File: config.mk
export PLATFORM = sky130hd
export DESIGN_NAME = store_sequencer
export DESIGN_NICKNAME = d
export VERILOG_FILES = /design/src/rtl/core_pkg.sv /design/src/rtl/store_lane_align.sv /design/src/rtl/store_sequencer.sv
export SDC_FILE = /design/constraint.sdc
export NUM_CORES = 1
export LEC_CHECK = 0
export ABC_AREA = 1
export CAP_MARGIN = 25
export CORE_MARGIN = 5
export CORE_UTILIZATION = 48
export CTS_CLUSTER_DIAMETER = 150
export CTS_CLUSTER_SIZE = 14
export DETAILED_ROUTE_END_ITERATION = 10
export PLACE_DENSITY_LB_ADDON = 0.1
export SYNTH_ARGS = -nofsm -noshare
export SYNTH_HDL_FRONTEND = slang
export SYNTH_SLANG_ARGS = --single-unit
File: constraint.sdc
create_clock -name clk -period 2.2 [get_ports clk]
set_input_delay 0.44 -clock clk [delete_from_list [all_inputs] [get_ports clk]]
set_output_delay 0.44 -clock clk [all_outputs]
set_load 0.05 [all_outputs]
File: src/rtl/core_pkg.sv
// Shared encodings for the load/store path: funct3 store sizes
// and the store sequencer FSM states.
package core_pkg;

    localparam logic [2:0] FU3_SB = 3'd0;
    localparam logic [2:0] FU3_SH = 3'd1;
    localparam logic [2:0] FU3_SW = 3'd2;

    typedef enum logic [1:0] {
        ST_IDLE  = 2'd0,
        ST_BEAT0 = 2'd1,
        ST_BEAT1 = 2'd2
    } st_state_e;

    function automatic logic fu3_legal(input logic [2:0] fu3);
        return (fu3 == FU3_SB) || (fu3 == FU3_SH) || (fu3 == FU3_SW);
    endfunction

endpackage

File: src/rtl/store_lane_align.sv
// Positions store data and byte enables across two adjacent words
// according to the access size and the byte offset.
module store_lane_align
    import core_pkg::*;
(
    input  logic [2:0]  fu3,
    input  logic [1:0]  addr_lo,
    input  logic [31:0] wdata,
    output logic [7:0]  byte_en,
    output logic [63:0] data
);

    logic [3:0] mask;

    always_comb begin
        mask = 4'b0000;
        case (fu3)
            FU3_SB:  mask = 4'b0001;
            FU3_SH:  mask = 4'b0011;
            FU3_SW:  mask = 4'b1111;
            default: mask = 4'b0000;
        endcase
        byte_en = {4'b0000, mask} << addr_lo;
        data    = {32'b0, wdata} << {addr_lo, 3'b000};
    end

endmodule

File: src/rtl/store_sequencer.sv
// Splits a possibly misaligned store into one or two word-aligned
// memory beats and reports completion or an illegal size.
module store_sequencer
    import core_pkg::*;
#(
    parameter int ADDR_W = 32
) (
    input  logic              clk,
    input  logic              rst_n,
    input  logic              st_valid,
    output logic              st_ready,
    input  logic [2:0]        st_fu3,
    input  logic [ADDR_W-1:0] st_addr,
    input  logic [31:0]       st_wdata,
    output logic              st_done,
    output logic              st_err,
    output logic              mem_req,
    output logic [ADDR_W-1:0] mem_addr,
    output logic [31:0]       mem_wdata,
    output logic [3:0]        mem_byte_en,
    input  logic              mem_ack
);

    st_state_e         state_q, state_d;
    logic [2:0]        fu3_q;
    logic [ADDR_W-1:0] addr_q;
    logic [31:0]       wdata_q;
    logic              done_q, done_d;
    logic              err_q, err_d;
    logic [7:0]        en;
    logic [63:0]       data;
    logic              split;
    logic [ADDR_W-1:0] beat0_addr;
    logic [ADDR_W-1:0] beat1_addr;

    store_lane_align u_align (
        .fu3     (fu3_q),
        .addr_lo (addr_q[1:0]),
        .wdata   (wdata_q),
        .byte_en (en),
        .data    (data)
    );

    assign split      = |en[7:4];
    assign beat0_addr = {addr_q[ADDR_W-1:2], 2'b00};
    assign beat1_addr = beat0_addr + ADDR_W'(4);
    assign st_done    = done_q;
    assign st_err     = err_q;

    always_comb begin
        state_d     = state_q;
        st_ready    = 1'b0;
        mem_req     = 1'b0;
        mem_addr    = '0;
        mem_wdata   = '0;
        mem_byte_en = 4'b0000;
        done_d      = 1'b0;
        err_d       = 1'b0;
        case (state_q)
            ST_IDLE: begin
                st_ready = 1'b1;
                if (st_valid) begin
                    if (fu3_legal(st_fu3)) state_d = ST_BEAT0;
                    else                   err_d   = 1'b1;
                end
            end
            ST_BEAT0: begin
                mem_req     = 1'b1;
                mem_addr    = beat0_addr;
                mem_wdata   = data[31:0];
                mem_byte_en = en[3:0];
                if (mem_ack) begin
                    state_d = split ? ST_BEAT1 : ST_IDLE;
                    done_d  = !split;
                end
            end
            ST_BEAT1: begin
                mem_req     = 1'b1;
                mem_addr    = beat1_addr;
                mem_wdata   = data[63:32];
                mem_byte_en = en[7:4];
                if (mem_ack) begin
                    state_d = ST_IDLE;
                    done_d  = 1'b1;
                end
            end
            default: state_d = ST_IDLE;
        endcase
    end

    always_ff @(posedge clk or negedge rst_n) begin
        if (!rst_n) begin
            state_q <= ST_IDLE;
            fu3_q   <= '0;
            addr_q  <= '0;
            wdata_q <= '0;
            done_q  <= 1'b0;
            err_q   <= 1'b0;
        end else begin
            state_q <= state_d;
            done_q  <= done_d;
            err_q   <= err_d;
            if (st_valid && state_q == ST_IDLE) begin
                fu3_q   <= st_fu3;
                addr_q  <= st_addr;
                wdata_q <= st_wdata;
            end
        end
    end

endmodule

==> results.md, run 1 <==
* Row Count at 36
* Seq cells post-synth at 71
* Global placement routability congestion at 0.956
* Mean post-synth cell area at 7.20 um2
* Die height at 111 um
* EDFF count, synth at 0
* Synth area leaders: dfrtp_1 (36%), nand2_1 (16%), mux2_2 (10%), a21oi_1 (6.9%), nor2_1 (5.9%)
* GRT worst endpoint: mem_addr[7]
* Yosys warns at 0
* CTS Buf Count at 9
* Clock root cell: clkbuf_8
* Dpl hpwl at 13,400 um
* Sequential area share after synthesis at 0.365
* Initial Util at 0.496
* Yosys top cell by area: dfrtp_1
* # clock sinks at 71
* Mapped Area at 4870 um2
* CTS Hold Buffers Added at 0
* H-tree depth at 3
* I/O Pins at 143
* Chip Width at 111 um
* Port Buffer Count at 140
* Exit stage: global routing (5_1_grt)
* Post-synthesis cell count at 677
* Error: [ERROR DPL-0038] Utilization greater than 100%, impossible to legalize
* Ys async rst share at 1.00
* Yosys cell types at 35
* Worst End Pin Type: primary output
* Most used flip-flop cell after synthesis: dfrtp_1
* Status: did not finish
* Share of the synthesized area in the top cell type at 0.365
* Clock Tree Buf Depth at 2
* Largest net degree at the start of global routing at 72
-- Yosys cell counts, types with 2 or more instances --
master and n:
clkbuf_1 11, a32o_1 4, buf_2 19, o31ai_1 3, nand3_1 22, nor2_4 2, nand3_2 4, nand2_1 204
o21ai_0 39, nand2_2 4, nand4_1 10, nor2_1 76, o32ai_1 5, mux2_2 44, a21oi_1 67, nor2_2 10
dfrtp_1 71, buf_4 3, ha_1 4, a22oi_1 4, a31oi_1 9, inv_1 40, o21ai_1 6, o22ai_1 5
-- repair_timing --
action | in CTS
cloned | 4
endpoints found under the setup margin | 66
resized for setup | 309
buffers inserted | 45
pin swaps | 55
-- metrics by stage --
stage	util	setup TNS (ns)	worst slack (ns)	instances	area (um2)
after floorplan	-	-7.52	-0.285	678	5290
after global placement	0.739	0	0.0126	965	7260
after detailed placement	0.739	-0.109	-0.0663	965	7260
after CTS	0.928	-11.41	-0.274	1029	9110
-- cells by family after synthesis --
group	Yosys count	share of synthesized area
AO/OA/AOI/OAI	146	0.169
adder cells (fa/ha/maj)	4	0.0103
buffers and inverters	75	0.0650
flip-flops	71	0.365
multiplexers	45	0.104
other	1	0.000770
AND/OR/NAND/NOR	335	0.286
==> run 2: changes to the inputs <==
- CORE_UTILIZATION: 48 -> 40
- CTS_CLUSTER_DIAMETER: 150 -> default
- CTS_CLUSTER_SIZE: 14 -> default
- PLACE_DENSITY_LB_ADDON: 0.1 -> 0.15
==> run 2 against run 1 <==
Compared with the run above:
- the flow now finishes, with violations (negative setup slack)
- synthesized area unchanged
- synthesized cell count unchanged
==> results.md, run 2 <==
* Status: complete, but fails checks (was did not finish)
* Failing checks: negative setup slack
* Final Power at 14.9 mW
* Post-synthesis cell count at 677 (unchanged)
* Fillcell total at 757
* H-tree depth at 3 (unchanged)
* Sequential power share at 0.186
* Worst Clk Skew at 0.00673 ns
* Mean post-synth cell area at 7.20 um2 (unchanged)
* P_int at 7.35 mW
* Fin crit period at 2.46 ns
* Dpl hpwl at 13,900 um (was 13,400 um)
* Clock latency on the worst-skew pair at 0.35 ns
* Crit path arrival time at 2.02 ns
* First-pass DRT Iterations at 6
* Die height at 120 um (was 111 um)
* Layout cells sized above 1 at 0.494
* Clk slew on worst S/H paths at 0.06 ns
* Global placement routability congestion at 0.934 (was 0.956)
* N_diodes at 0
* RSZ-0062 raised after global routing: yes
* Row Count at 40 (was 36)
* Mapped Area at 4870 um2 (unchanged)
* Worst slew margin at 0.668
* EDFF count, synth at 0 (unchanged)
* First-pass GRT wire length at 32,600 um
* Initial antenna violation count at 0
* DRC errors left at 0
* Port Buffer Count at 140 (unchanged)
* PwrDens at 1580 nW/um2
* Crit Path Category: flip-flop to primary output
* Pleak at 3.88 nW
* Most frequent cells in the layout: nand2_1 (157), clkdlybuf4s50_1 (71), dfrtp_1 (62)
* Share of the synthesized area in the top cell type at 0.365 (unchanged)
* Worst setup margin at -0.258 ns
* Yosys cell types at 35 (unchanged)
* CTS Buf Count at 9 (unchanged)
* Fin. Hold Viols at 0
* Yosys warns at 0 (unchanged)
* Worst hold path type: input port to asynchronous set/reset pin
* Number of global-route vias before repair at 6,338
* Core Region at 12,000 um2
* Initial DRC count at 481
* Largest net degree at the start of global routing at 45
* Count leader, synth: nand2_1 (unchanged)
* Chip Width at 120 um (was 111 um)
* Max frequency at 407 MHz
* # clock sinks at 71 (unchanged)
* Initial Util at 0.407 (was 0.496)
* Clock root cell: clkbuf_16 (was clkbuf_8)
* Clk pwr share at 0.110
* Max_cap viols at 0
* Final hold slack at 0.0529 ns
* CP required at 1.76 ns
* Psw at 7.59 mW
* Gr usage total at 0.283
* Drt total wl at 21,500 um
* Switching Fraction at 0.508
* Nets at 978
* Comb power frac at 0.704
* Seq cells post-synth at 71 (unchanged)
* Detail Route Antenna Nets at 0
* Final Cycle Share at 1.12
* Crit end category: primary output
* Drt via density at 5.76
* I/O Pins at 143 (unchanged)
* Startpoint Class: flip-flop
* Synth area leaders: dfrtp_1 (36%), nand2_1 (16%), mux2_2 (10%), a21oi_1 (6.9%), nor2_1 (5.9%) (unchanged)
* Sequential area share after synthesis at 0.365 (unchanged)
* Yosys top cell by area: dfrtp_1 (unchanged)
* Commonest non-fill, non-tap cell in the layout: nand2_1
* Routed via count at 6,074
* Clock Tree Buf Depth at 2 (unchanged)
* CP Max Fanout at 6
* Final setup fails at 63
* Largest regs: addr_q: 32 flops, wdata_q: 32 flops, fu3_q: 3 flops
* End-of-flow core utilization at 0.790
* Gr ovfl total at 0
* Peak supply drop at 1180 uV
* CTS Hold Buffers Added at 0 (unchanged)
* CTS tree: built
* Max-slew violation count at 0
* Most used flip-flop cell after synthesis: dfrtp_1 (unchanged)
* Die Area at 14,500 um2
* Worst-Margin Slew at 0.497 ns
* Top post-synthesis cells by count: nand2_1 (204), nor2_1 (76), dfrtp_1 (71), a21oi_1 (67), mux2_2 (44) (unchanged)
* Area Growth Syn to Fin at 94.0%
* Wire length per cell at 20.4 um
* Ys async rst share at 1.00 (unchanged)
## run 2: critical path, cell delays in order, from the launching register on
cell and delay, ns:
dfrtp_1 0.37, inv_2 0.07, ha_4 0.32, buf_6 0.13, nand2_8 0.07, buf_8 0.15, nor2_1 0.15, a21oi_2 0.07
a21oi_4 0.17, buf_6 0.18
## run 2: area by class of cell
type / count / area [um2] / share of cell area
clock buffers: 11 / 243 / 0.0257
clock inverters: 5 / 81.3 / 0.00860
inverters: 42 / 198 / 0.0209
multi-input cells: 532 / 4010 / 0.424
flip-flops and latches: 71 / 1790 / 0.189
well taps: 147 / 184 / 0.0195
repair buffers: 247 / 2950 / 0.312
## run 2: per-stage QoR
stage / setup slack, ns / setup TNS, ns / cells / area, um2
2_1_floorplan: -0.285 / -7.52 / 678 / 5290
3_3_place_gp: 0.00968 / 0 / 984 / 7330
3_5_place_dp: -0.0409 / -0.199 / 984 / 7330
4_1_cts: -0.203 / -8.35 / 1040 / 8990
5_1_grt: -0.344 / -14.96 / 1055 / 9450
6_report: -0.258 / -10.98 / 1055 / 9450
## run 2: worst paths after layout
check | endpoint | cells past startpoint | startpoint | slack (ns)
setup / recovery | mem_addr[26] | 9 | state_q[0] | -0.26
max in group asynchronous | addr_q[0] | 2 | rst_n | 1.52
hold reg to reg | wdata_q[9] | 1 | wdata_q[9] | 0.54
min in group clk | wdata_q[9] | 1 | wdata_q[9] | 0.54
hold / removal | addr_q[16] | 1 | rst_n | 0.05
setup reg to reg | state_q[1] | 11 | state_q[0] | 0.33
## run 2: cell families after synthesis
family,Yosys count,share of synthesized area
adder cells (fa/ha/maj),4,0.0103
multiplexers,45,0.104
flip-flops,71,0.365
AO/OA/AOI/OAI,146,0.169
buffers and inverters,75,0.0650
other,1,0.000770
AND/OR/NAND/NOR,335,0.286
## run 2: per-layer routing
layer	up-vias	global-route usage	part of all wire
li1	2722	-	-
met1	2915	0.332	0.37
met2	346	0.501	0.52
met3	91	0.0477	0.067
met4	0	0.135	0.044
met5	-	0	0
## run 2: timing repair
action / CTS / global route
cloned: 4 / 1
buffers inserted: 36 / 19
resized for setup: 265 / 84
setup endpoints to repair: 66 / 66
pin swaps: 48 / 47
## run 2: power groups by stage
stage | clock (mW) | combinational [mW] | sequential [mW]
after global routing | 1.72 | 11.0 | 2.84
final | 1.64 | 10.5 | 2.78
after CTS | 1.65 | 9.55 | 2.68
after floorplan | 0 | 4.94 | 2.45
after detailed placement | 0 | 7.61 | 2.64
after global placement | 0 | 7.51 | 2.63
(Power assumes the default switching activity.)
